===== src/rtl/fifo_sync.sv =====
// Single-clock first-word-fall-through FIFO with occupancy count, threshold flags,
// sticky overflow/underflow errors and an optional preloaded 0..DEPTH-1 fill.
module fifo_sync #(
    parameter int DWIDTH    = 5,
    parameter int AWIDTH    = 5,
    parameter int AFULL_TH  = (2 ** AWIDTH) - 2,
    parameter int AEMPTY_TH = 2,
    parameter int INIT_FILL = 0
) (
    input  logic              clk,
    input  logic              rst_n,
    input  logic              flush,
    input  logic              winc,
    input  logic [DWIDTH-1:0] wdata,
    input  logic              rinc,
    output logic [DWIDTH-1:0] rdata,
    output logic              wfull,
    output logic              rempty,
    output logic              afull,
    output logic              aempty,
    output logic [AWIDTH:0]   count,
    output logic              ovf,
    output logic              udf
);

    localparam int DEPTH = 2 ** AWIDTH;
    localparam logic [AWIDTH:0] PTR_ONE   = (AWIDTH + 1)'(1);
    localparam logic [AWIDTH:0] AFULL_V   = (AWIDTH + 1)'(AFULL_TH);
    localparam logic [AWIDTH:0] AEMPTY_V  = (AWIDTH + 1)'(AEMPTY_TH);
    // Preloaded FIFO starts full: write pointer one lap ahead, count = DEPTH.
    localparam logic [AWIDTH:0] FILL_INIT = (INIT_FILL != 0) ? (AWIDTH + 1)'(DEPTH) : '0;

    logic [AWIDTH:0]   wptr_reg;
    logic [AWIDTH:0]   rptr_reg;
    logic [AWIDTH:0]   count_reg;
    logic              ovf_reg;
    logic              udf_reg;
    logic [DWIDTH-1:0] mem [DEPTH];

    logic wr_ok;
    logic rd_ok;

    assign rempty = (wptr_reg == rptr_reg);
    assign wfull  = (wptr_reg[AWIDTH] != rptr_reg[AWIDTH]) &&
                    (wptr_reg[AWIDTH-1:0] == rptr_reg[AWIDTH-1:0]);
    assign wr_ok  = winc & ~wfull;
    assign rd_ok  = rinc & ~rempty;

    always_ff @(posedge clk or negedge rst_n) begin
        if (!rst_n) begin
            wptr_reg  <= FILL_INIT;
            rptr_reg  <= '0;
            count_reg <= FILL_INIT;
            ovf_reg   <= 1'b0;
            udf_reg   <= 1'b0;
        end else if (flush) begin
            wptr_reg  <= FILL_INIT;
            rptr_reg  <= '0;
            count_reg <= FILL_INIT;
            ovf_reg   <= 1'b0;
            udf_reg   <= 1'b0;
        end else begin
            if (wr_ok) wptr_reg <= wptr_reg + PTR_ONE;
            if (rd_ok) rptr_reg <= rptr_reg + PTR_ONE;
            case ({wr_ok, rd_ok})
                2'b10:   count_reg <= count_reg + PTR_ONE;
                2'b01:   count_reg <= count_reg - PTR_ONE;
                default: count_reg <= count_reg;
            endcase
            if (winc & wfull)  ovf_reg <= 1'b1;
            if (rinc & rempty) udf_reg <= 1'b1;
        end
    end

    generate
        if (INIT_FILL != 0) begin : g_preload
            // Storage must be restorable to the tag sequence, so it carries a reset.
            always_ff @(posedge clk or negedge rst_n) begin
                if (!rst_n) begin
                    for (int i = 0; i < DEPTH; i++) mem[i] <= DWIDTH'(i);
                end else if (flush) begin
                    for (int i = 0; i < DEPTH; i++) mem[i] <= DWIDTH'(i);
                end else if (wr_ok) begin
                    mem[wptr_reg[AWIDTH-1:0]] <= wdata;
                end
            end
        end else begin : g_plain
            always_ff @(posedge clk) begin
                if (wr_ok && !flush) mem[wptr_reg[AWIDTH-1:0]] <= wdata;
            end
        end
    endgenerate

    assign rdata  = mem[rptr_reg[AWIDTH-1:0]];
    assign count  = count_reg;
    assign afull  = (count_reg >= AFULL_V);
    assign aempty = (count_reg <= AEMPTY_V);
    assign ovf    = ovf_reg;
    assign udf    = udf_reg;

endmodule


===== config.mk =====
export PLATFORM = sky130hd
export DESIGN_NAME = fifo_sync
export DESIGN_NICKNAME = d
export VERILOG_FILES = /design/src/rtl/fifo_sync.sv
export SDC_FILE = /design/constraint.sdc
export NUM_CORES = 1
export LEC_CHECK = 0
export ABC_AREA = 1
export CORE_ASPECT_RATIO = 0.6
export CORE_UTILIZATION = 55
export DETAILED_ROUTE_END_ITERATION = 10
export PLACE_DENSITY = 0.79
export SLEW_MARGIN = 20
export SYNTH_ARGS = -nofsm -noshare
export SYNTH_HDL_FRONTEND = slang
export SYNTH_SLANG_ARGS = --single-unit

===== constraint.sdc =====
create_clock -name clk -period 2.73 [get_ports clk]
set_clock_uncertainty 0.05 [all_clocks]
set_input_delay 0.4095 -clock clk [delete_from_list [all_inputs] [get_ports clk]]
set_output_delay 0.4095 -clock clk [all_outputs]
set_load 0.02 [all_outputs]

=== Word level (Yosys, flattened, before mapping) ===
Memory sizes are Yosys's and may differ from the RTL's.
Index checks and enable logic that the tools add are counted.
Widths: inputs -> output; s select.

* Register bits after elaboration: 20
* Bits in writable memories: 160
* Input bits: 10
* Output and inout port bits: 17
* Logic and storage cells: 43
* Memories kept: 1

* Add/sub/neg operators: 4
* Magnitude comparators: 2
* Eq/ne operators: 5
* Mux-type cells: 12
* Bitwise logic cells: 6
* Reduce and logical (&&, ||, !) cells: 8

{| class="wikitable"
|+ Memory list
! name !! words !! bits a word !! read ports !! clocked after Yosys merged registers in !! write ports !! line !! source
|-
| mem || 32 || 5 || 1 || 0 || 1 || 38 || <nowiki>logic [DWIDTH-1:0] mem [DEPTH];</nowiki>
|}

{| class="wikitable"
|+ Operator list
! operator !! number
|-
| $mux 6 || 5
|-
| $add 6x1->6 const B || 3
|-
| $pmux 6 s2 || 1
|-
| $reduce_bool 2->1 || 4
|-
| $eq 6x6->1 || 1
|-
| $ge 6x5->1 const B || 1
|-
| $le 6x2->1 const B || 1
|-
| $mux 1 || 6
|-
| $sub 6x1->6 const B || 1
|-
| $eq 5x5->1 || 1
|-
| $and 1x1->1 || 4
|-
| $reduce_bool 3->1 || 1
|-
| $eq 2x1->1 const B || 1
|-
| $eq 2x2->1 const B || 1
|-
| $logic_and 1x1->1 || 2
|-
| $not 1->1 || 2
|-
| $logic_not 1->1 || 1
|-
| $ne 1x1->1 || 1
|}

=== Logic depth before layout (Yosys ltp) ===
* Word-level depth: 7
* Gate-level depth with buffers: 20
* Depth with buffers taken out: 19

=== Worst setup path before layout ===
OpenSTA, ideal clock, no wires.

* Path kind: reg2reg
* Start point: reg rptr_reg[0]
* End point: reg count_reg[5], in the netlist count[5]
* Library setup time: 117 ps
* Data arrival time: 2012 ps
* Data required time: 2563 ps
* Slack: 550 ps
* Stages on the path, launching flop included: 16
* Path buffers: 1
* Period minus slack after synthesis: 2180 ps
* Cells stage by stage: dfrtp_1 > buf_2 > nand2_1 > nand2_1 > nor2_2 > nand3_2 > nand2_4 > inv_4 > nand2_4 > inv_1 > ha_1 > a21oi_1 > a21boi_1 > nand3_1 > nand3_1 > nand2_1

* Longest elaborated chain between the ends: 7
* Elaborated cells on any way between the ends: 12
* Classes of those cells: eq/ne (4); mux (2); bitwise (4); reduce/logical (2)

{| class="wikitable"
|+ Ends and longest elaborated chain
! element !! line !! source
|-
| start, declared || 34 || <nowiki>logic [AWIDTH:0] rptr_reg;</nowiki>
|-
| start signal, assigned || 64 || <nowiki>if (rd_ok) rptr_reg <= rptr_reg + PTR_ONE;</nowiki>
|-
| $eq 5x5->1 || 45 || <nowiki>(wptr_reg[AWIDTH-1:0] == rptr_reg[AWIDTH-1:0]);</nowiki>
|-
| $logic_and 1x1->1 || 44 || <nowiki>assign wfull = (wptr_reg[AWIDTH] != rptr_reg[AWIDTH]) &&</nowiki>
|-
| $not 1->1 || 46 || <nowiki>assign wr_ok = winc & ~wfull;</nowiki>
|-
| $and 1x1->1 || 46 ||
|-
| $eq 2x1->1 / $eq 2x2->1 (equally long branches) || 65 || <nowiki>case ({wr_ok, rd_ok})</nowiki>
|-
| $pmux 6 s2 || 65 ||
|-
| $mux 6 || 56 || <nowiki>end else if (flush) begin</nowiki>
|-
| end signal, assigned || 66 || <nowiki>2'b10: count_reg <= count_reg + PTR_ONE;</nowiki>
|-
| end signal, assigned || 67 || <nowiki>2'b01: count_reg <= count_reg - PTR_ONE;</nowiki>
|-
| end signal, assigned || 68 || <nowiki>default: count_reg <= count_reg;</nowiki>
|-
| end, declared || 35 || <nowiki>logic [AWIDTH:0] count_reg;</nowiki>
|}

Several ways; a longest one is shown, not always the timed one.
A chain may end at the register's enable or synchronous reset.

=== Worst setup path in the final report ===
* Start point: reg rptr_reg[1]
* End point: out rdata[3]

* Longest elaborated chain between the ends: 1

{| class="wikitable"
|+ Ends and longest elaborated chain
! element !! line !! source
|-
| $mem_v2 32x5 || n/a ||
|-
| end, declared || 16 || <nowiki>output logic [DWIDTH-1:0] rdata,</nowiki>
|}

Every way passes these cells.

==> results_dict.tcl <==
set metrics [dict create \
    fin_area_um2 9050 \
    met2_usage_pct 39.9 \
    tns_ns -0.0266 \
    cts_buffer_depth 2 \
    grt_max_degree 54 \
    drv_slew 0 \
    max-slew-margin-rel_pct 60.1 \
    grt.overflow.total 0 \
    cp-end-kind "primary output" \
    start_util_pct 56.4 \
    grt_antenna_before_repair 0 \
    crit_end "rdata[3]" \
    final_util_pct 66.2 \
    fmax_mhz 363 \
    reg2reg_depth 11 \
    top_usage_layer "met1" \
    yosys_register_bits 180 \
    gp_congestion 0.940 \
    die_area_um2 14500 \
    clock_latency_ns 0.42 \
    grt_usage_pct 27.9 \
    nFillCells 990 \
    period_share_pct 101 \
    ys_types 37 \
    r2r-end "mem[5][3]" \
    cts-buffers-inserted 17 \
    yosysWarnings 0 \
    dpl-instance-area_um2 8360 \
    vias_per_cell 6.18 \
    rsz0062_at_grt "yes" \
    p_total_mw 6.85 \
    ff2ff_setup_slack_ns 0.08 \
    place_inst 887 \
    finalSetupViolations 1 \
    ys_async_sr_fraction_pct 11.1 \
    firstDrtPassIters 5 \
    grt_use_met3_pct 6.92 \
    power.density_nw_per_um2 757 \
    syn-instance-count 669 \
    final_cells 919 \
    htreeDepth 4 \
    worst_slack_ns -0.0266 \
    drt_iter0_markers 810 \
    violations "setup timing" \
    cts_root_buf "clkbuf_16" \
    synth-main-ff-cell "edfxtp_1" \
    clock-sinks 180 \
    multiInputGateArea_um2 2180 \
    reg2reg_from "rptr_reg[0]" \
    ant_nets 0 \
    coreArea_um2 13700 \
    nets 732 \
    wl_per_cell_um 21.0 \
    drive_gt1_share_pct 15.1 \
    worstSetupPathType "flop to primary output" \
    synth_area_um2 7700 \
    finalHoldViolCount 0 \
    hp-class "input port to async pin" \
    required_ns 2.27 \
    arrival_ns 2.30 \
    ys_seq_area_share_pct 68.9 \
    status "finished, violations left" \
    grt_pass1_wl_um 29500 \
    post_cts_buffers 0 \
    routed_wl_um 19300 \
    p_leak_nw 3.21 \
    yosys-top-cells-area "edfxtp_1 (62%), dfrtp_1 (6.5%), o21ai_0 (6.0%), nor2_1 (5.9%), nand2_1 (3.6%)" \
    hold-worst-slack_ns 0.232 \
    dp_slack_ns 0.120 \
    num_vias 5679 \
    die_height_um 93.7 \
    synth_top_area_share_pct 62.4 \
    largest_reg_flops 160 \
    synth_edf_count 160 \
    drc 0 \
    cp-start-kind "flop" \
    ios 27 \
    cts_hold_buffers 0 \
    avgSynthCellArea_um2 11.5 \
    regArea_um2 5310 \
    hpwl_um 12600 \
    portBuffers 26 \
    synth.most_common_cell "edfxtp_1" \
    die_w_um 155 \
    use_met1_pct 42.2 \
    worstSetupStartpoint "rptr_reg[1]" \
    min_period_ns 2.76 \
    path_clk_slew_ns 0.07 \
    rows 33 \
    areaGrowthSynthToFinish_pct 17.5 \
    max_flop_register "mem" \
    cts_tree "yes" \
    drv_cap 0 \
    num_antenna_cells 0 \
    yosys.area.top_type "edfxtp_1" \
    synth_commonest_cells "edfxtp_1 (160), nor2_1 (122), o21ai_0 (92), nand2_1 (73), inv_1 (31)" \
    syn-num-nets 687 \
    grt_pass1_vias 5251 \
    crit_fanout 13 \
    max_slew.worst_pin.slew_ns 0.596 \
    ir_drop_mv 0.364 \
]
-- cell families after synthesis --
| group | synth area share, % |
|---|---|
| and+or+nand+nor | 13.9 |
| DFF | 68.9 |
| AOI/OAI and AO/OA | 12.2 |
| buffers and inverters | 3.57 |
| adders and majority gates | 1.30 |
| xor gates and xnor gates | 0.227 |
-- routing by layer --
metal | vias up | share of wire, %
li1 | 2494 | -
met1 | 2727 | 43
met2 | 415 | 43
met3 | 43 | 13
met4 | 0 | 1.8
met5 | - | 0
-- worst max-delay path, stage by stage, from the launching register on --
cell,delay (ns)
dfrtp_1,0.43
inv_4,0.16
buf_4,0.21
o21ai_0,0.11
o221ai_1,0.24
nand3_1,0.16
nand4_1,0.12
o21ai_2,0.08
inv_1,0.05
dlygate4sd2_1,0.32
-- power breakdown --
group / internal (mW) / switching, mW
sequential: 3.03 / 0.0439
combinational: 0.369 / 0.745
clock: 1.57 / 1.10
-- area by class of cell --
type	instances	share of cell area, %
Multi-Input combinational cell	418	24.1
Clock inverter	15	2.39
Sequential cell	180	58.6
Tap cell	192	2.65
Timing Repair Buffer	57	5.86
Clock buffer	17	4.70
Inverter	40	1.71
-- worst min path at each step --
stage	start	endpoint	slack (ns)
6_report	rst_n	rptr_reg[3]	0.23
5_1_grt	rst_n	rptr_reg[3]	0.26
4_1_cts	rst_n	rptr_reg[3]	0.23
3_5_place_dp	udf	udf	0.45
3_3_place_gp	udf	udf	0.44
2_1_floorplan	rst_n	count[0]	0.06
-- placed cells by master, fill, tap and decap left out, types with 4 or more instances in the layout --
cell,count
inv_1,30
nand2_4,4
edfxtp_1,160
clkdlybuf4s50_1,19
buf_4,26
o22ai_1,23
nor3_1,4
ha_1,8
o21ai_1,15
nand2_1,73
inv_2,7
bufinv_16,4
nor2_2,7
o21ai_2,5
o211ai_1,6
dfrtp_1,18
inv_8,4
inv_6,4
nand4_1,6
o221ai_1,14
nor2_1,115
nand3_1,22
a21oi_1,9
buf_12,4
clkbuf_16,17
nand2_2,7
o21ai_0,81
o22ai_2,4
-- repair_timing --
action / in CTS / in global routing
endpoints found under the setup margin: 6 / 74
resized for setup: 17 / 25
pin swaps: 1 / 2
gates cloned: 0 / 0
endpoints found under the hold margin: 0 / 0
Power figures use the tool's default switching activity.
